`config.mk`:
```
export PLATFORM = sky130hd
export DESIGN_NAME = fir_coeff_loader
export DESIGN_NICKNAME = d
export VERILOG_FILES = /design/src/rtl/fir_pkg.sv /design/src/rtl/fir_coeff_bank.sv /design/src/rtl/fir_coeff_loader.sv
export SDC_FILE = /design/constraint.sdc
export NUM_CORES = 2
export LEC_CHECK = 0
export ABC_AREA = 0
export CORE_UTILIZATION = 42
export CTS_CLUSTER_DIAMETER = 120
export CTS_CLUSTER_SIZE = 24
export DETAILED_ROUTE_END_ITERATION = 12
export GPL_TIMING_DRIVEN = 1
export SLEW_MARGIN = 25
export SYNTH_ARGS = -nofsm -noshare
export SYNTH_HDL_FRONTEND = slang
export SYNTH_SLANG_ARGS = --single-unit
```
`constraint.sdc`:
```
create_clock -name clk -period 53.9 [get_ports clk]
set_clock_uncertainty 0.2 [all_clocks]
set_input_delay 8.085 -clock clk [delete_from_list [all_inputs] [get_ports clk]]
set_output_delay 8.085 -clock clk [all_outputs]
set_load 0.005 [all_outputs]
```
`src/rtl/fir_pkg.sv`:
```
// Shared constants and loader state encoding for the FIR coefficient loader.
package fir_pkg;

  localparam int unsigned FIR_N     = 50;
  localparam int unsigned FIR_WIDTH = 16;

  typedef enum logic [2:0] {
    ST_IDLE   = 3'd0,
    ST_LOAD   = 3'd1,
    ST_CSUM   = 3'd2,
    ST_COMMIT = 3'd3,
    ST_ERR    = 3'd4
  } loader_state_e;

endpackage

```
`src/rtl/fir_coeff_bank.sv`:
```
// Double-buffered coefficient storage: writes land in the shadow bank, reads
// come from the active bank, and a toggle swaps the two roles.
module fir_coeff_bank
  import fir_pkg::*;
#(
  parameter int unsigned N     = FIR_N,
  parameter int unsigned WIDTH = FIR_WIDTH,
  parameter int unsigned AW    = $clog2(N)
) (
  input  logic             clk,
  input  logic             reset,
  input  logic             we,
  input  logic [AW-1:0]    waddr,
  input  logic [WIDTH-1:0] wdata,
  input  logic             toggle,
  input  logic [AW-1:0]    raddr,
  output logic [WIDTH-1:0] rdata_c
);

  logic [WIDTH-1:0] bank0_q [N];
  logic [WIDTH-1:0] bank1_q [N];
  logic             sel_q;

  // sel_q = 0 means bank0 is active and bank1 is the shadow
  always_ff @(posedge clk or posedge reset) begin
    if (reset) begin
      sel_q <= 1'b0;
      for (int unsigned i = 0; i < N; i++) begin
        bank0_q[i] <= '0;
        bank1_q[i] <= '0;
      end
    end else begin
      if (toggle) begin
        sel_q <= ~sel_q;
      end
      if (we && (32'(waddr) < N)) begin
        if (sel_q) begin
          bank0_q[waddr] <= wdata;
        end else begin
          bank1_q[waddr] <= wdata;
        end
      end
    end
  end

  always_comb begin
    rdata_c = '0;
    if (32'(raddr) < N) begin
      rdata_c = sel_q ? bank1_q[raddr] : bank0_q[raddr];
    end
  end

endmodule

```
`src/rtl/fir_coeff_loader.sv`:
```
// Streams a checksummed coefficient frame into a shadow bank and atomically
// swaps it into the active bank once the checksum verifies.
module fir_coeff_loader
  import fir_pkg::*;
#(
  parameter int unsigned N     = FIR_N,
  parameter int unsigned WIDTH = FIR_WIDTH
) (
  input  logic                 clk,
  input  logic                 reset,
  input  logic                 s_valid,
  output logic                 s_ready,
  input  logic [WIDTH-1:0]     s_data,
  input  logic                 s_last,
  input  logic [$clog2(N)-1:0] rd_addr,
  output logic [WIDTH-1:0]     rd_data,
  output logic                 coeff_valid,
  output logic                 swap,
  output logic                 err
);

  localparam int unsigned AW = $clog2(N);
  localparam int unsigned CW = $clog2(N + 1);

  loader_state_e    state_q, state_d;
  logic [CW-1:0]    cnt_q, cnt_d;
  logic [WIDTH-1:0] sum_q, sum_d;
  logic             s_ready_q, s_ready_d;
  logic             swap_q, swap_d;
  logic             err_q, err_d;
  logic             coeff_valid_q, coeff_valid_d;

  logic             accept_c;
  logic             bank_we_c;
  logic [AW-1:0]    bank_waddr_c;
  logic             bank_toggle_c;

  assign accept_c = s_valid && s_ready_q;

  always_ff @(posedge clk or posedge reset) begin
    if (reset) begin
      state_q       <= ST_IDLE;
      cnt_q         <= '0;
      sum_q         <= '0;
      s_ready_q     <= 1'b1;
      swap_q        <= 1'b0;
      err_q         <= 1'b0;
      coeff_valid_q <= 1'b0;
    end else begin
      state_q       <= state_d;
      cnt_q         <= cnt_d;
      sum_q         <= sum_d;
      s_ready_q     <= s_ready_d;
      swap_q        <= swap_d;
      err_q         <= err_d;
      coeff_valid_q <= coeff_valid_d;
    end
  end

  always_comb begin
    state_d = state_q;
    case (state_q)
      ST_IDLE: begin
        if (accept_c) begin
          if (s_last) state_d = ST_ERR;
          else        state_d = (N == 1) ? ST_CSUM : ST_LOAD;
        end
      end
      ST_LOAD: begin
        if (accept_c) begin
          if (s_last)                         state_d = ST_ERR;
          else if (cnt_q == CW'(N - 1))       state_d = ST_CSUM;
        end
      end
      ST_CSUM: begin
        if (accept_c) begin
          state_d = (s_last && (s_data == sum_q)) ? ST_COMMIT : ST_ERR;
        end
      end
      ST_COMMIT: state_d = ST_IDLE;
      ST_ERR:    state_d = ST_IDLE;
      default:   state_d = ST_IDLE;
    endcase
  end

  // Datapath updates and the next values of the registered outputs
  always_comb begin
    cnt_d         = cnt_q;
    sum_d         = sum_q;
    bank_we_c     = 1'b0;
    bank_waddr_c  = AW'(cnt_q);
    bank_toggle_c = 1'b0;
    coeff_valid_d = coeff_valid_q;
    s_ready_d     = (state_d == ST_IDLE) || (state_d == ST_LOAD) || (state_d == ST_CSUM);
    swap_d        = (state_d == ST_COMMIT);
    err_d         = (state_d == ST_ERR);
    case (state_q)
      ST_IDLE: begin
        if (accept_c && !s_last) begin
          bank_we_c    = 1'b1;
          bank_waddr_c = '0;
          sum_d        = s_data;
          cnt_d        = CW'(1);
        end
      end
      ST_LOAD: begin
        if (accept_c && !s_last) begin
          bank_we_c = 1'b1;
          sum_d     = sum_q + s_data;
          cnt_d     = cnt_q + CW'(1);
        end
      end
      ST_COMMIT: begin
        bank_toggle_c = 1'b1;
        coeff_valid_d = 1'b1;
        cnt_d         = '0;
        sum_d         = '0;
      end
      ST_ERR: begin
        cnt_d = '0;
        sum_d = '0;
      end
      default: ;
    endcase
  end

  fir_coeff_bank #(
    .N     (N),
    .WIDTH (WIDTH),
    .AW    (AW)
  ) u_bank (
    .clk     (clk),
    .reset   (reset),
    .we      (bank_we_c),
    .waddr   (bank_waddr_c),
    .wdata   (s_data),
    .toggle  (bank_toggle_c),
    .raddr   (rd_addr),
    .rdata_c (rd_data)
  );

  assign s_ready     = s_ready_q;
  assign swap        = swap_q;
  assign err         = err_q;
  assign coeff_valid = coeff_valid_q;

endmodule

```
==> results.json <==
{
  "maxSlewViolCount": 0,
  "die_h_um": 426.4,
  "p_int_mw": 1.596,
  "wl_per_cell_um": 30.05,
  "layout.nets": 5044,
  "synth_largest_area_cell": "dfrtp_1",
  "die-area_um2": 181800,
  "cts_max_path_buffers": 3,
  "run_status": "complete, no violations",
  "clk_latency_ns": 0.73,
  "clkPwrFrac_pct": 30.8,
  "post_cts_buffers": 0,
  "clk_pin_slew_worst_paths_ns": 0.09,
  "crit_family": "buffers and inverters",
  "cts_inserted_buffers": 78,
  "seq_area_um2": 40790,
  "dp_slack_ns": 31.49,
  "critPathSlowestCell": "buf_4",
  "syn_area_um2": 75650,
  "synth_top_family_by_area": "multiplexers",
  "drv_cap": 0,
  "grt_pass1_vias": 45821,
  "critPathKind": "in2out",
  "drive_gt1_share_pct": 43.31,
  "num_rows": 155,
  "cts_sinks": 1630,
  "avgSynthCellArea_um2": 14.48,
  "synth_fp_nets": 5267,
  "met2_usage_pct": 38.92,
  "setup_tns_ns": 0,
  "h-tree-depth": 3,
  "power_density_nw_per_um2": 26.95,
  "total_power_mw": 2.160,
  "power_frac_seq_pct": 59.0,
  "n_fill_cell": 15907,
  "rr_startpoint": "s_ready$_DFF_PP1_",
  "comb_power_share_pct": 10.2,
  "vias": 45046,
  "yosysTopAreaCellShare_pct": 53.89,
  "io_buffers": 45,
  "ys_warn_count": 0,
  "drt_pass1_iterations": 6,
  "synth_edf_count": 0,
  "grt_max_degree": 153,
  "rsz0062_at_grt": "no",
  "finalSetupViolations": 0,
  "cts_tree": "yes",
  "synth_seq_cells": 1630,
  "antenna_left": 0,
  "drtIter0Drc": 3786,
  "critical_path.max_fanout": 53,
  "gp_congestion": 0.8490,
  "peakVddDrop_uv": 23.55,
  "drc_errors": 0,
  "post_synth_and_or_nand_nor_area_fraction_pct": 3.255,
  "synth-adder-area-share_pct": 0.3077,
  "vias_per_cell": 6.116,
  "ys.flop_type": "dfrtp_1",
  "period_needed_ns": 22.38,
  "crit_chain": "buf_8, buf_4, buf_4, buf_4, buf_4, mux2i_1, o22ai_1, nor3_1, o21ai_0, a32oi_1, nand2_1, clkdlybuf4s50_1",
  "layout_setup_ws_ns": 31.52,
  "initial_utilization_pct": 42.35,
  "p_sw_uw": 563.4,
  "multiInputGateArea_um2": 32780,
  "final_util_pct": 44.86,
  "dp_cells": 7273,
  "grt_use_met1_pct": 34.74,
  "async_flop_share_pct": 100.0,
  "power.leakage_nw": 38.56,
  "cts_hold_buf": 0,
  "slew_headroom_pct": 24.28,
  "worstReg2RegEnd": "u_bank.bank1_q[541]$_DFFE_PP0P_",
  "synth_compound_area_share_pct": 3.813,
  "ys_types": 73,
  "r2r_cells": 7,
  "cp-endpoint": "rd_data[6]",
  "worst_pin_slew_ns": 1.127,
  "diodes": 0,
  "coreArea_um2": 178600,
  "period_share_pct": 41.52,
  "path_depth": 12,
  "hp-class": "reg2reg",
  "cp_slowest_stage_delay_ns": 0.77,
  "fin_cells": 7365,
  "cts_root_buf": "clkbuf_16",
  "grt_util_met3_pct": 3.426,
  "die_w_um": 426.4,
  "overflow": 0,
  "hpwl_um": 137500,
  "grt_antenna_before_repair": 3,
  "ios": 46,
  "p_sw_share_pct": 26.09,
  "synthXorXnorAreaFrac_pct": 0.1389,
  "synth.area.mux_share_pct": 35.59,
  "grtUsageTotal_pct": 24.53,
  "area_growth_syn_to_layout_pct": 5.917,
  "grt_first_pass_wirelength_um": 329700,
  "end_kind": "output pin",
  "r2r_slack_ns": 49.61,
  "busiest_layer": "met2",
  "path_buf_inv": 6,
  "cts_resized": 0,
  "arrival_ns": 14.09,
  "worstSetupStartpoint": "rd_addr[0]",
  "hold_violations": 0,
  "drt_wl_total_um": 221300,
  "critPathRequiredTime_ns": 45.62,
  "crit_path_frequent_cell": "buf_4",
  "synth_area_leaders": "dfrtp_1 (54%), mux2_2 (24%), mux4_2 (7.4%)",
  "startpoint_type": "input port",
  "synthCells": 5223,
  "synth_seq_area_share_pct": 53.92,
  "max_freq_mhz": 44.68
}
## through the flow
| step | hold slack [ns] | area [um2] |
|---|---|---|
| 2_1_floorplan | 0.2522 | 75650 |
| 3_3_place_gp | 0.2479 | 77890 |
| 3_5_place_dp | 0.2577 | 77990 |
| 4_1_cts | 0.2855 | 80040 |
| 5_1_grt | 0.3083 | 80120 |
| 6_report | 0.2761 | 80120 |
## Yosys cell counts, types with 5 or more instances
master / n
a2111oi_0: 12
a211o_1: 9
a211oi_1: 15
a21oi_1: 69
a221oi_1: 17
a22o_1: 20
a22oi_1: 35
a31oi_1: 10
a32oi_1: 8
and2_1: 7
and3_1: 8
buf_1: 16
buf_2: 144
buf_4: 48
buf_6: 5
clkbuf_1: 272
dfrtp_1: 1629
ha_1: 17
inv_1: 5
mux2_1: 41
mux2_2: 1584
mux2i_1: 299
mux4_2: 250
nand2_1: 153
nand2b_1: 7
nand3_1: 51
nand4_1: 17
nor2_1: 90
nor2_2: 15
nor2_4: 14
nor2b_1: 11
nor3_1: 34
nor3_2: 8
nor3_4: 6
nor4_1: 9
o2111ai_1: 7
o211ai_1: 8
o21ai_0: 59
o221ai_1: 34
o22ai_1: 98
o31ai_1: 6
or3_1: 13
xnor2_1: 10
## metal layers
layer	up-vias	share of wire [%]
met4	0	3.5
met2	1181	47
met1	24785	44
li1	18758	-
met5	-	0
met3	322	4.9
## state kept, by name, summed over array words and instances (netlist names), 3 cells and up
| name | count |
|---|---|
| sum_q | 16 |
| state_q | 3 |
| u_bank.bank0_q | 800 |
| u_bank.bank1_q | 800 |
| cnt_q | 6 |
## placed cells by master, fill, tap and decap left out, types with 20 or more instances in the layout
cell type,count
nand3_1,50
buf_4,141
nand2_1,135
a21oi_1,69
dfrtp_1,1628
mux2i_1,299
clkdlybuf4s50_1,24
mux2_1,41
o21ai_0,59
o22ai_1,98
o221ai_1,34
clkbuf_16,79
a22oi_1,35
nor2_1,86
mux2_2,1584
mux4_2,250
nor3_1,33
a22o_1,20
## area by class of cell
type / instances / area share, %
Sequential cell: 1630 / 50.91
Multi-Input combinational cell: 3100 / 40.91
Tap cell: 2355 / 3.678
Clock buffer: 87 / 2.505
Timing Repair Buffer: 182 / 1.902
Clock inverter: 3 / 0.04685
Inverter: 8 / 0.04216
## power groups by stage
stage / clock network (mW) / logic [mW] / registers [mW]
6_report: 0.666 / 0.219 / 1.27
5_1_grt: 0.726 / 0.237 / 1.28
4_1_cts: 0.685 / 0.220 / 1.27
3_5_place_dp: 0 / 0.219 / 1.30
3_3_place_gp: 0 / 0.216 / 1.30
2_1_floorplan: 0 / 0.149 / 1.30
## kinds of logic after synthesis
kind of cell	Yosys count
buf+inv	493
xor+xnor	12
simple gates	471
compound gates	425
flops	1630
fa+ha+maj	18
mux	2174
## worst min-delay path by stage
stage | startpoint | end | slack (ns) | depth (start not counted)
floorplan | u_bank.bank0_q[0]$_DFFE_PP0P_ | u_bank.bank0_q[0]$_DFFE_PP0P_ | 0.25 | 1
global placement | coeff_valid$_DFFE_PP0N_ | coeff_valid$_DFFE_PP0N_ | 0.25 | 1
detailed placement | coeff_valid$_DFFE_PP0N_ | coeff_valid$_DFFE_PP0N_ | 0.26 | 1
CTS | coeff_valid$_DFFE_PP0N_ | coeff_valid$_DFFE_PP0N_ | 0.29 | 1
global route | u_bank.bank1_q[647]$_DFFE_PP0P_ | u_bank.bank1_q[647]$_DFFE_PP0P_ | 0.31 | 1
finish | coeff_valid$_DFFE_PP0N_ | coeff_valid$_DFFE_PP0N_ | 0.28 | 1
Power figures use the tool's default switching activity.
